**config.mk**
```make
export PLATFORM = sky130hd
export DESIGN_NAME = jtag_vio_source
export DESIGN_NICKNAME = d
export VERILOG_FILES = /design/src/rtl/jtag_vio_pkg.sv /design/src/rtl/jtag_vio_source_edge_sync.sv /design/src/rtl/jtag_vio_source.sv
export SDC_FILE = /design/constraint.sdc
export NUM_CORES = 1
export LEC_CHECK = 0
export ABC_AREA = 1
export BUFFER_PORTS_ARGS = -buffer_cell sky130_fd_sc_hd__buf_4
export CORE_ASPECT_RATIO = 1.1
export CORE_MARGIN = 3
export CORE_UTILIZATION = 35
export CTS_CLUSTER_SIZE = 14
export DETAILED_ROUTE_END_ITERATION = 10
export GPL_TIMING_DRIVEN = 0
export PLACE_DENSITY = 0.57
export SLEW_MARGIN = 10
export SYNTH_ARGS = -nofsm -noshare
export SYNTH_HDL_FRONTEND = slang
export SYNTH_SLANG_ARGS = --single-unit
```
**constraint.sdc**
```tcl
create_clock -name clock_dvi -period 1.7 [get_ports clock_dvi]
set_input_delay 0.085 -clock clock_dvi [delete_from_list [all_inputs] [get_ports clock_dvi]]
set_output_delay 0.085 -clock clock_dvi [all_outputs]
set_load 0.01 [all_outputs]
```
**src/rtl/jtag_vio_pkg.sv**
```systemverilog
// jtag_vio_pkg: shared types and helpers for the JTAG probe source.
// Holds the access-state encoding and the bit-counter width rule.
package jtag_vio_pkg;

    typedef enum logic [1:0] {
        VIO_IDLE    = 2'd0,
        VIO_CAPTURE = 2'd1,
        VIO_SHIFT   = 2'd2
    } vio_state_t;

    // Counter must hold 0..width+1 so an over-length shift stays detectable.
    function automatic int vio_cnt_w(input int width);
        return $clog2(width + 2);
    endfunction

endpackage

```
**src/rtl/jtag_vio_source_edge_sync.sv**
```systemverilog
// jtag_edge_sync: multi-flop synchronizer for one async level plus a
// registered rise/fall detector behind it.
module jtag_edge_sync #(
    parameter int STAGES = 2
) (
    input  logic clk,
    input  logic rst_n,
    input  logic i_d,
    output logic o_rise,
    output logic o_fall
);

    logic [STAGES-1:0] r_sync;
    logic              r_prev;
    logic              r_rise;
    logic              r_fall;
    logic              w_lvl;

    assign w_lvl  = r_sync[STAGES-1];
    assign o_rise = r_rise;
    assign o_fall = r_fall;

    // Synchronize the input, then register one-cycle edge pulses.
    always_ff @(posedge clk or negedge rst_n) begin
        if (!rst_n) begin
            r_sync <= '0;
            r_prev <= 1'b0;
            r_rise <= 1'b0;
            r_fall <= 1'b0;
        end else begin
            r_sync <= {r_sync[STAGES-2:0], i_d};
            r_prev <= w_lvl;
            r_rise <= w_lvl & ~r_prev;
            r_fall <= ~w_lvl & r_prev;
        end
    end

endmodule

```
**src/rtl/jtag_vio_source.sv**
```systemverilog
// jtag_vio_source: JTAG ER2 user-register to parallel probe word, with
// readback of the current probe value on TDO during every access.
module jtag_vio_source
    import jtag_vio_pkg::*;
#(
    parameter int               WIDTH       = 24,
    parameter int               SYNC_STAGES = 2,
    parameter logic [WIDTH-1:0] RESET_VALUE = '0
) (
    input  logic             clock_dvi,
    input  logic             reset_n,
    input  logic             jtag_tck_i,
    input  logic             jtag_tdi_i,
    input  logic             jtag_enable_i,
    input  logic             jtag_shift_i,
    input  logic             jtag_update_i,
    output logic             jtag_tdo_o,
    output logic [WIDTH-1:0] probe_o,
    output logic             probe_strobe_o,
    output logic             length_err_o
);

    localparam int CW = vio_cnt_w(WIDTH);

    logic [SYNC_STAGES-1:0][2:0] r_lvl_sync;
    logic [WIDTH-1:0]            r_sr;
    logic [CW-1:0]               r_cnt;
    logic [WIDTH-1:0]            r_probe;
    logic                        r_strobe;
    logic                        r_err;
    logic                        r_tdo;
    vio_state_t                  r_state;

    logic w_tck_rise;
    logic w_tck_fall;
    logic w_upd_rise;
    logic w_upd_fall;
    logic w_tdi;
    logic w_en;
    logic w_shift;

    assign w_tdi   = r_lvl_sync[SYNC_STAGES-1][2];
    assign w_en    = r_lvl_sync[SYNC_STAGES-1][1];
    assign w_shift = r_lvl_sync[SYNC_STAGES-1][0];

    assign jtag_tdo_o     = r_tdo;
    assign probe_o        = r_probe;
    assign probe_strobe_o = r_strobe;
    assign length_err_o   = r_err;

    jtag_edge_sync #(.STAGES(SYNC_STAGES)) u_tck_sync (
        .clk    (clock_dvi),
        .rst_n  (reset_n),
        .i_d    (jtag_tck_i),
        .o_rise (w_tck_rise),
        .o_fall (w_tck_fall)
    );

    jtag_edge_sync #(.STAGES(SYNC_STAGES)) u_upd_sync (
        .clk    (clock_dvi),
        .rst_n  (reset_n),
        .i_d    (jtag_update_i),
        .o_rise (w_upd_rise),
        .o_fall (w_upd_fall)
    );

    // Level-only JTAG inputs: plain synchronizer chains, no edge logic.
    always_ff @(posedge clock_dvi or negedge reset_n) begin
        if (!reset_n) begin
            r_lvl_sync <= '0;
        end else begin
            r_lvl_sync <= {r_lvl_sync[SYNC_STAGES-2:0],
                           {jtag_tdi_i, jtag_enable_i, jtag_shift_i}};
        end
    end

    // Access FSM; update outranks a coincident TCK edge, which is dropped.
    always_ff @(posedge clock_dvi or negedge reset_n) begin
        if (!reset_n) begin
            r_state  <= VIO_IDLE;
            r_sr     <= '0;
            r_cnt    <= '0;
            r_probe  <= RESET_VALUE;
            r_strobe <= 1'b0;
            r_err    <= 1'b0;
            r_tdo    <= 1'b0;
        end else begin
            r_strobe <= 1'b0;
            if (w_tck_fall) begin
                r_tdo <= r_sr[0];
            end
            if (w_upd_rise && w_en) begin
                if (r_cnt == CW'(WIDTH)) begin
                    r_probe  <= r_sr;
                    r_strobe <= 1'b1;
                    r_err    <= 1'b0;
                end else begin
                    r_err <= 1'b1;
                end
                r_cnt   <= '0;
                r_state <= VIO_IDLE;
            end else if (!w_en) begin
                r_state <= VIO_IDLE;
            end else if (w_tck_rise) begin
                if (w_shift) begin
                    r_sr    <= {w_tdi, r_sr[WIDTH-1:1]};
                    r_state <= VIO_SHIFT;
                    if (r_cnt != CW'(WIDTH + 1)) begin
                        r_cnt <= r_cnt + CW'(1);
                    end
                end else begin
                    r_sr    <= r_probe;
                    r_cnt   <= '0;
                    r_state <= VIO_CAPTURE;
                end
            end
        end
    end

endmodule

```
After elaboration in Yosys (flattened, before gate mapping):

Index checks and enable logic that the tools add are counted.

* input bits: 7
* logic and storage cells: 41
* flip-flop bits (word level): 71

* reduce and logical (&&, ||, !) cells: 6
* $add $sub $neg: 1
* bitwise logic cells: 7
* eq/ne operators: 3
* multiplexer cells: 9

Operators with widths (count)
* two-way mux 5 bit: 5
* two-way mux 24 bit: 1
* AND reduction 3 bit: 2
* adder 5 x 1 -> 5 bit (second input constant): 1
* equality test 5 bit (second input constant): 1
* != test 5 bit (second input constant): 1
* NOT 1 bit: 4
* nonzero test 2 bit: 2
* AND 1 bit: 3
* two-way mux 1 bit: 3
* != test 3 x 1 -> 1 bit (second input constant): 1
* AND reduction 2 bit: 1
* logical AND 1 bit: 1

Longest topological paths before layout:

Gate-level depths: netlist (run 1).

* depth after elaboration: 6
* mapped depth: 8

Cells and area by module:

A second synthesis (run 1) with hierarchy kept.

* cell total of the unflattened synthesis: 293
* area total of the unflattened synthesis: 2856.5 µm²

Modules (own cells, without submodules)
* jtag_vio_source: cells each 275, seq. area each 1551.5 µm², area each 2576.2 µm², times used 1
* jtag_edge_sync: cells each 9, seq. area each 125.1 µm², area each 140.1 µm², times used 2

Worst setup path after synthesis (run 1):

No wires, ideal clock.

* kind: reg2reg
* from: reg r_cnt[0]
* to: reg r_probe[16], in the netlist probe_o[16]
* arrival time: 1.221 ns
* library setup time: 0.116 ns
* cell stages (with the launch flop): 9
* data required time: 1.584 ns
* buffers on the path: 1
* clock period less this slack: 1.338 ns
* setup slack: 0.362 ns
* cell sequence: dfrtp_1 -> inv_1 -> ha_1 -> nand2_2 -> nor2_2 -> nand3_2 -> buf_6 -> nand2_1 -> nand2_1

* cells in the longest elaborated chain, start to end: 2

Ends and longest elaborated chain
* from (decl): RTL line jtag_vio_source.sv:27 `logic [CW-1:0] r_cnt;`
* from (signal assigned): RTL line jtag_vio_source.sv:109 `r_cnt <= r_cnt + CW'(1);`
* equality test 5 bit: RTL line jtag_vio_source.sv:93 `if (r_cnt == CW'(WIDTH)) begin`
* AND reduction 2 bit (no source line)
* to (signal assigned): RTL line jtag_vio_source.sv:94 `r_probe <= r_sr;`
* to (decl): RTL line jtag_vio_source.sv:28 `logic [WIDTH-1:0] r_probe;`

No other way between the ends.
A chain may end at the register's enable or synchronous reset.

Worst setup path after layout (run 1):

* from: reg r_cnt[0]
* to: reg r_probe[19], in the netlist probe_o[19]

Same word-level chain as after synthesis.

==> results of run 1 <==
==> area by class of cell <==
cell class	instances	area, um2	share of cell area, %
buffer	16	102.6	2.869
clock buffer	10	127.6	3.569
clock inverter	6	116.4	3.254
inverter	15	56.30	1.575
multi-input combinational	214	953.4	26.66
sequential	71	1777	49.68
tap	108	135.1	3.779
timing repair buffer	39	307.8	8.607
==> flip-flops by register name (all words and copies together), names as in the netlist <==
register / flops
probe_o: 24
r_sr: 24
r_lvl_sync: 6
r_cnt: 5
u_tck_sync.r_sync: 2
u_upd_sync.r_sync: 2
jtag_tdo_o: 1
length_err_o: 1
probe_strobe_o: 1
u_tck_sync.o_fall: 1
u_tck_sync.o_rise: 1
u_tck_sync.r_prev: 1
u_upd_sync.o_rise: 1
u_upd_sync.r_prev: 1
==> per-stage QoR <==
step | hold WS, ps | util [%] | cells | worst slack, ps | cell area (um2)
after floorplan | -210.6 | - | 316 | 362.3 | 2889
after global placement | 194.0 | 41.13 | 457 | 188.0 | 3272
after detailed placement | 195.4 | 41.13 | 457 | 150.6 | 3272
after CTS | 353.2 | 44.95 | 479 | 140.3 | 3576
after global routing | 358.2 | 44.95 | 479 | 26.23 | 3576
final | 351.6 | 44.95 | 479 | 153.3 | 3576
==> cells in the final DEF, fill, tap and decap left out, types with 2 or more instances in the layout <==
master | Yosys | layout
a31oi_1 | 22 | 22
buf_2 | 7 | 7
buf_4 | 5 | 38
buf_6 | 2 | 2
bufinv_16 | 0 | 3
clkbuf_1 | 2 | 3
clkbuf_8 | 0 | 9
dfrtp_1 | 71 | 71
dlygate4sd3_1 | 0 | 6
ha_1 | 3 | 3
inv_1 | 14 | 14
inv_6 | 0 | 2
nand2_1 | 129 | 129
nand2_2 | 2 | 2
nand3_1 | 8 | 8
nand4_1 | 2 | 2
nor2_1 | 33 | 33
nor2_2 | 2 | 2
o211ai_1 | 2 | 2
o21ai_0 | 6 | 6
==> worst max-delay path by stage <==
stage,slack (ps),end,from
floorplan,360,probe_o[16]$_DFFE_PN0P_,r_cnt[0]$_DFFE_PN0P_
global placement,190,probe_o[9]$_DFFE_PN0P_,r_cnt[0]$_DFFE_PN0P_
detailed placement,150,probe_o[11]$_DFFE_PN0P_,r_cnt[0]$_DFFE_PN0P_
CTS,140,probe_o[11]$_DFFE_PN0P_,r_cnt[0]$_DFFE_PN0P_
global route,30,probe_o[1]$_DFFE_PN0P_,r_cnt[0]$_DFFE_PN0P_
finish,150,probe_o[19]$_DFFE_PN0P_,r_cnt[0]$_DFFE_PN0P_
==> where the power goes <==
part,switching (uW),internal (uW),leakage [uW]
Sequential,114,1840,0.000895
Clock,662,989,0.000121
Combinational,180,135,0.000770
Total,956,2970,0.00179
==> per-layer routing <==
layer	up-vias	wire length, um	global-route usage (%)	part of all wire (%)
li1	1097	-	-	-
met1	1098	2882	19.83	49
met2	43	2712	21.09	46
met3	8	228	2.897	3.8
met4	0	108	6.426	1.8
met5	-	0	0	0
==> critical path, stage by stage, from the launching register on <==
cell and delay [ps]:
dfrtp_1 450, inv_1 100, ha_1 160, nand2_2 80, nor2_2 100, nand3_2 210
buf_6 230, nand2_1 60, nand2_1 50
==> cell families after synthesis <==
kind of cell	Yosys count	share of synthesized area, %
simple gates	178	24.64
flops	71	61.50
compound gates	32	6.756
buf+inv	31	5.500
fa+ha+maj	3	1.299
xor+xnor	1	0.3032
==> metrics.yaml, run 1 <==
synthesis:
  syn_area_um2: 2889
  synth_area_leader_cell: "dfrtp_1"
  synth_nets: 326
  ys_async_sr_fraction_pct: 100.0
  synth.top_cells.by_count: "nand2_1, dfrtp_1, nor2_1"
  netlist_instances: 316
  ys_warn_count: 0
  ys_ff_latch: 71
  yosysSeqAreaShare_pct: 61.50
  netlist-cell-type-count: 22
  synth_edf_count: 0
  yosys.area.top_type_share_pct: 61.50
  synth.most_common_cell: "nand2_1"
  synthTopCellsByArea: "dfrtp_1, nand2_1, a31oi_1, nor2_1, inv_1"
  syn_area_per_cell_um2: 9.142
  synthFlopType: "dfrtp_1"
floorplan:
  start_util_pct: 36.32
  dieWidth_um: 92.63
  std_cell_rows: 34
  core_area_um2: 7955
  ios: 34
  dieHeight_um: 101.3
  die_area_um2: 9382
clock_tree:
  clkLatencyLatePin_ps: 340
  htree_num_levels: 3
  clk_path_buf_depth: 2
  ctsHoldBuffers: 6
  cts_tree: "yes"
  cts.sinks: 71
  clock-root-buffer: "clkbuf_8"
  numCtsBuffers: 9
  clk_pin_slew_worst_paths_ps: 80
  post-cts-setup-buffers: 0
  cts_resized: 0
grt:
  grt_usage_pct: 14.09
  overflow: 0
  grt_first_pass_wirelength_um: 10370
  grt_max_degree: 72
  antenna_found_initial: 0
  grt_pass1_vias: 2144
place:
  place_hpwl_um: 3843
  gp_congestion: 0.7789
  port_buffers: 33
worst_hold_path:
  min_from: "r_lvl_sync[1]$_DFF_PN0_"
  min_to: "r_lvl_sync[4]$_DFF_PN0_"
  worstHoldPathCells: 0
  hp-class: "reg -> reg"
pwr:
  vdd_ir_drop_max_mv: 0.5955
  p_total_uw: 3923
  leakage_uw: 0.001787
  powerDensity_nw_per_um2: 1097
critical_path:
  ff2ff_setup_slack_ps: 150
  reg2reg_from: "r_cnt[0]$_DFFE_PN0P_"
  worst_r2r_endpoint: "probe_o[19]$_DFFE_PN0P_"
  required_ps: 1930
  cp_max_fo: 10
  critPathLaunchType: "flop"
  critPathCaptureType: "flop"
  path_class: "reg -> reg"
  arrival_ps: 1770
  r2r_cells: 8
run:
  cap_violations: 0
sta:
  relSlewSlack_pct: 41.37
  finalSetupViolCount: 0
  hold_violations: 0
  tightest_slew_ps: 879.5
  max_freq_mhz: 646.5
  post-route-period-util_pct: 90.98
  finalCriticalPeriod_ps: 1547
  slew_violations: 0
  rsz0062_at_grt: "false"
  clock_skew_ps: 6.502
  finalSetupTns_ps: 0
drt:
  via_count: 2246
  firstDrtPassIters: 4
  wl_per_cell_um: 12.38
  drc: 0
  drt-initial-drc-count: 125
  drt-total-wl_um: 5931
  vias_per_cell: 4.689
  ant_nets: 0
layout:
  fillers: 798
  nets: 376
  n_antenna_cell: 0
  syn2layout_area_growth_pct: 23.78
  drive_above_1_share_pct: 18.60
outcome:
  outcome: "finished, final reports clean"
No activity file was read; power rests on OpenSTA's default activity.
==> run 2, diff against run 1 <==
- CORE_MARGIN: 3 -> 1.5
- PLACE_DENSITY: 0.57 -> 0.58
- SYNTH_HIERARCHICAL: not set -> 1
==> run 2 against run 1 <==
  * Clock power fell by 19%
  * Global-route usage rose by 1.2 points
  * Wire length fell by 1.9%
  * Die area fell by 8.2%
  * First-iteration DRC count fell by 1.6%
  * Synthesized cell count fell by 8.2%
  * Combinational power rose by 6%
  * Cell area fell by 3.3%
  * Cell count fell by 5.4%
  * Sequential power fell by 4%
  * Critical endpoint is now probe_o[16]$_DFFE_PN0P_
==> metrics.yaml, run 2 <==
layout:
  nets: 350  # was 376
  drive_above_1_share_pct: 17.39  # was 18.60%
  syn2layout_area_growth_pct: 22.42  # was 23.78%
  final_common_cell: "nand2_1"  # unchanged
  mostFrequentLayoutCells: "nand2_1, dfrtp_1, buf_4"  # unchanged
  seqCellArea_um2: 1777  # unchanged
  multiInputGateArea_um2: 850.8  # was 953.4 um2
  fillers: 789  # was 798
  n_antenna_cell: 0  # unchanged
grt:
  grt_usage_pct: 15.25  # was 14.09%
  antenna_found_initial: 0  # unchanged
  grt_first_pass_wirelength_um: 10040  # was 10370 um
  grt_pass1_vias: 2076  # was 2144
  overflow: 0  # unchanged
  grt_max_degree: 72  # unchanged
clock_tree:
  cts_tree: "yes"  # unchanged
  clkLatencyLatePin_ps: 340  # about the same
  clock-root-buffer: "clkbuf_8"  # unchanged
  clk_pin_slew_worst_paths_ps: 70  # was 80 ps
  clk_path_buf_depth: 2  # unchanged
  cts.sinks: 71  # unchanged
  numCtsBuffers: 9  # unchanged
  htree_num_levels: 3  # unchanged
  cts_resized: 0  # unchanged
sta:
  relSlewSlack_pct: 41.41  # was 41.37%
  finalSetupTns_ps: 0  # unchanged
  post-route-period-util_pct: 87.45  # was 90.98%
  finalCriticalPeriod_ps: 1487  # was 1547 ps
  rsz0062_at_grt: "false"  # unchanged
  finalSetupViolCount: 0  # unchanged
  max_freq_mhz: 672.7  # was 646.5 MHz
  hold_slack_ps: 347.8  # was 351.6 ps
  hold_violations: 0  # unchanged
  clock_skew_ps: 6.340  # was 6.502 ps
  slew_violations: 0  # unchanged
  tightest_slew_ps: 878.9  # was 879.5 ps
synthesis:
  ys_warn_count: 6  # was 0
  syn_area_um2: 2824  # was 2889 um2
  netlist_instances: 290  # was 316
  syn_area_per_cell_um2: 9.738  # was 9.142 um2
  synth_nets: 300  # was 326
place:
  place_hpwl_um: 3685  # was 3843 um
  port_buffers: 33  # unchanged
  gp_congestion: 0.7704  # was 0.7789
floorplan:
  dieWidth_um: 88.65  # was 92.63 um
  start_util_pct: 35.88  # was 36.32%
  dieHeight_um: 97.21  # was 101.3 um
  die_area_um2: 8617  # was 9382 um2
  std_cell_rows: 34  # unchanged
  core_area_um2: 7870  # was 7955 um2
  ios: 34  # unchanged
critical_path:
  critPathLaunchType: "flop"  # unchanged
  path_buf_inv: 2  # unchanged
  crit_chain: "inv_1 > ha_1 > nand2_1 > nor2_1 > nand2_2 > buf_2 > nand2_1 > o21ai_1"  # was inv_1 > ha_1 > nand2_2 > nor2_2 > nand3_2 > buf_6 > nand2_1 > nand2_1
  path_delay_family: "flip-flops"  # was simple AND/OR/NAND/NOR gates
  cpMostUsedCell: "nand2_1"  # unchanged
  slowest_stage: "dfrtp_1"  # unchanged
  arrival_ps: 1720  # was 1770 ps
  critPathCaptureType: "flop"  # unchanged
  slowest_delay_ps: 430  # was 450 ps
  cp_max_fo: 10  # unchanged
  path_class: "reg -> reg"  # unchanged
  required_ps: 1930  # about the same
drt:
  wl_per_cell_um: 12.85  # was 12.38 um
  drc: 0  # unchanged
  ant_nets: 0  # unchanged
  via_count: 2114  # was 2246
  drt-initial-drc-count: 123  # was 125
  vias_per_cell: 4.667  # was 4.689
  drt-total-wl_um: 5820  # was 5931 um
  firstDrtPassIters: 5  # was 4
pwr:
  leakage_uw: 0.001686  # was 0.001787 uW
  powerDensity_nw_per_um2: 1026  # was 1097 nW/um2
  p_total_uw: 3547  # was 3923 uW
  vdd_ir_drop_max_mv: 0.5306  # was 0.5955 mV
worst_hold_path:
  hp-class: "reg -> reg"  # unchanged
run:
  cap_violations: 0  # unchanged
outcome:
  outcome: "finished, final reports clean"  # unchanged
[run 2: changes by cell type in the layout (fill, tap and decap cells not counted), moves of 3 or more]
cell	change
nand2_1	-50
o21ai_1	+27
clkbuf_1	+3
buf_4	-3
inv_1	+18
nand3_1	-5
clkinv_2	+3
nor2_1	-21
a31oi_1	-18
o211ai_1	+18
o21ai_0	+8
[run 2: per-layer routing]
layer	part of all wire (%)	vias up	global-route usage [%]
met5	0	-	0
met4	1.2	0	7.212
met3	4.0	8	2.804
met2	47	44	22.20
met1	48	1019	21.82
li1	-	1043	-
[run 2: per-stage QoR]
step / util (%) / std cells / instance area [um2] / setup WS (ps)
after global placement: 40.75 / 431 / 3207 / 239.9
final: 43.93 / 453 / 3457 / 213.4
after floorplan: - / 290 / 2824 / 435.4
after CTS: 43.93 / 453 / 3457 / 198.2
after global routing: 43.93 / 453 / 3457 / 42.39
after detailed placement: 40.75 / 431 / 3207 / 218.3
[run 2: final timing paths]
check | startpoint | to | slack, ps | depth (start not counted)
max reg2reg | r_cnt[0]$_DFFE_PN0P_ | probe_o[16]$_DFFE_PN0P_ | 210 | 8
min in group asynchronous | reset_n | r_lvl_sync[0]$_DFF_PN0_ | 400 | 2
max | r_cnt[0]$_DFFE_PN0P_ | probe_o[16]$_DFFE_PN0P_ | 210 | 8
max in group asynchronous | reset_n | r_sr[1]$_DFFE_PN0P_ | 730 | 2
min | r_lvl_sync[1]$_DFF_PN0_ | r_lvl_sync[4]$_DFF_PN0_ | 350 | 0
min reg2reg | r_lvl_sync[1]$_DFF_PN0_ | r_lvl_sync[4]$_DFF_PN0_ | 350 | 0
[run 2: power by group]
part           internal [uW]  switching [uW]
combinational            116             217
sequential              1820            63.0
clock                    712             614
[run 2: layout make-up]
| cell class | instances | area share (%) |
|---|---|---|
| timing repair buffer | 39 | 8.903 |
| inverter | 32 | 3.474 |
| buffer | 14 | 2.208 |
| clock buffer | 12 | 4.198 |
| sequential | 71 | 51.39 |
| multi-input combinational | 173 | 24.61 |
| tap | 108 | 3.909 |
| clock inverter | 4 | 1.303 |
[run 2: repair_timing]
action / CTS / global route
endpoints found under the setup margin: 0 / 0
hold endpoints to repair: 76 / 0
hold buffers: 6 / 0
buffers inserted: 0 / 0
[run 2: worst register-to-register path: cells and delay by family (launching register included)]
kind                     cells  cell delay [ps]
buffers and inverters        2              340
adder cells (fa/ha/maj)      1              150
flip-flops                   1              430
AO/OA/AOI/OAI                1               60
AND/OR/NAND/NOR              4              390
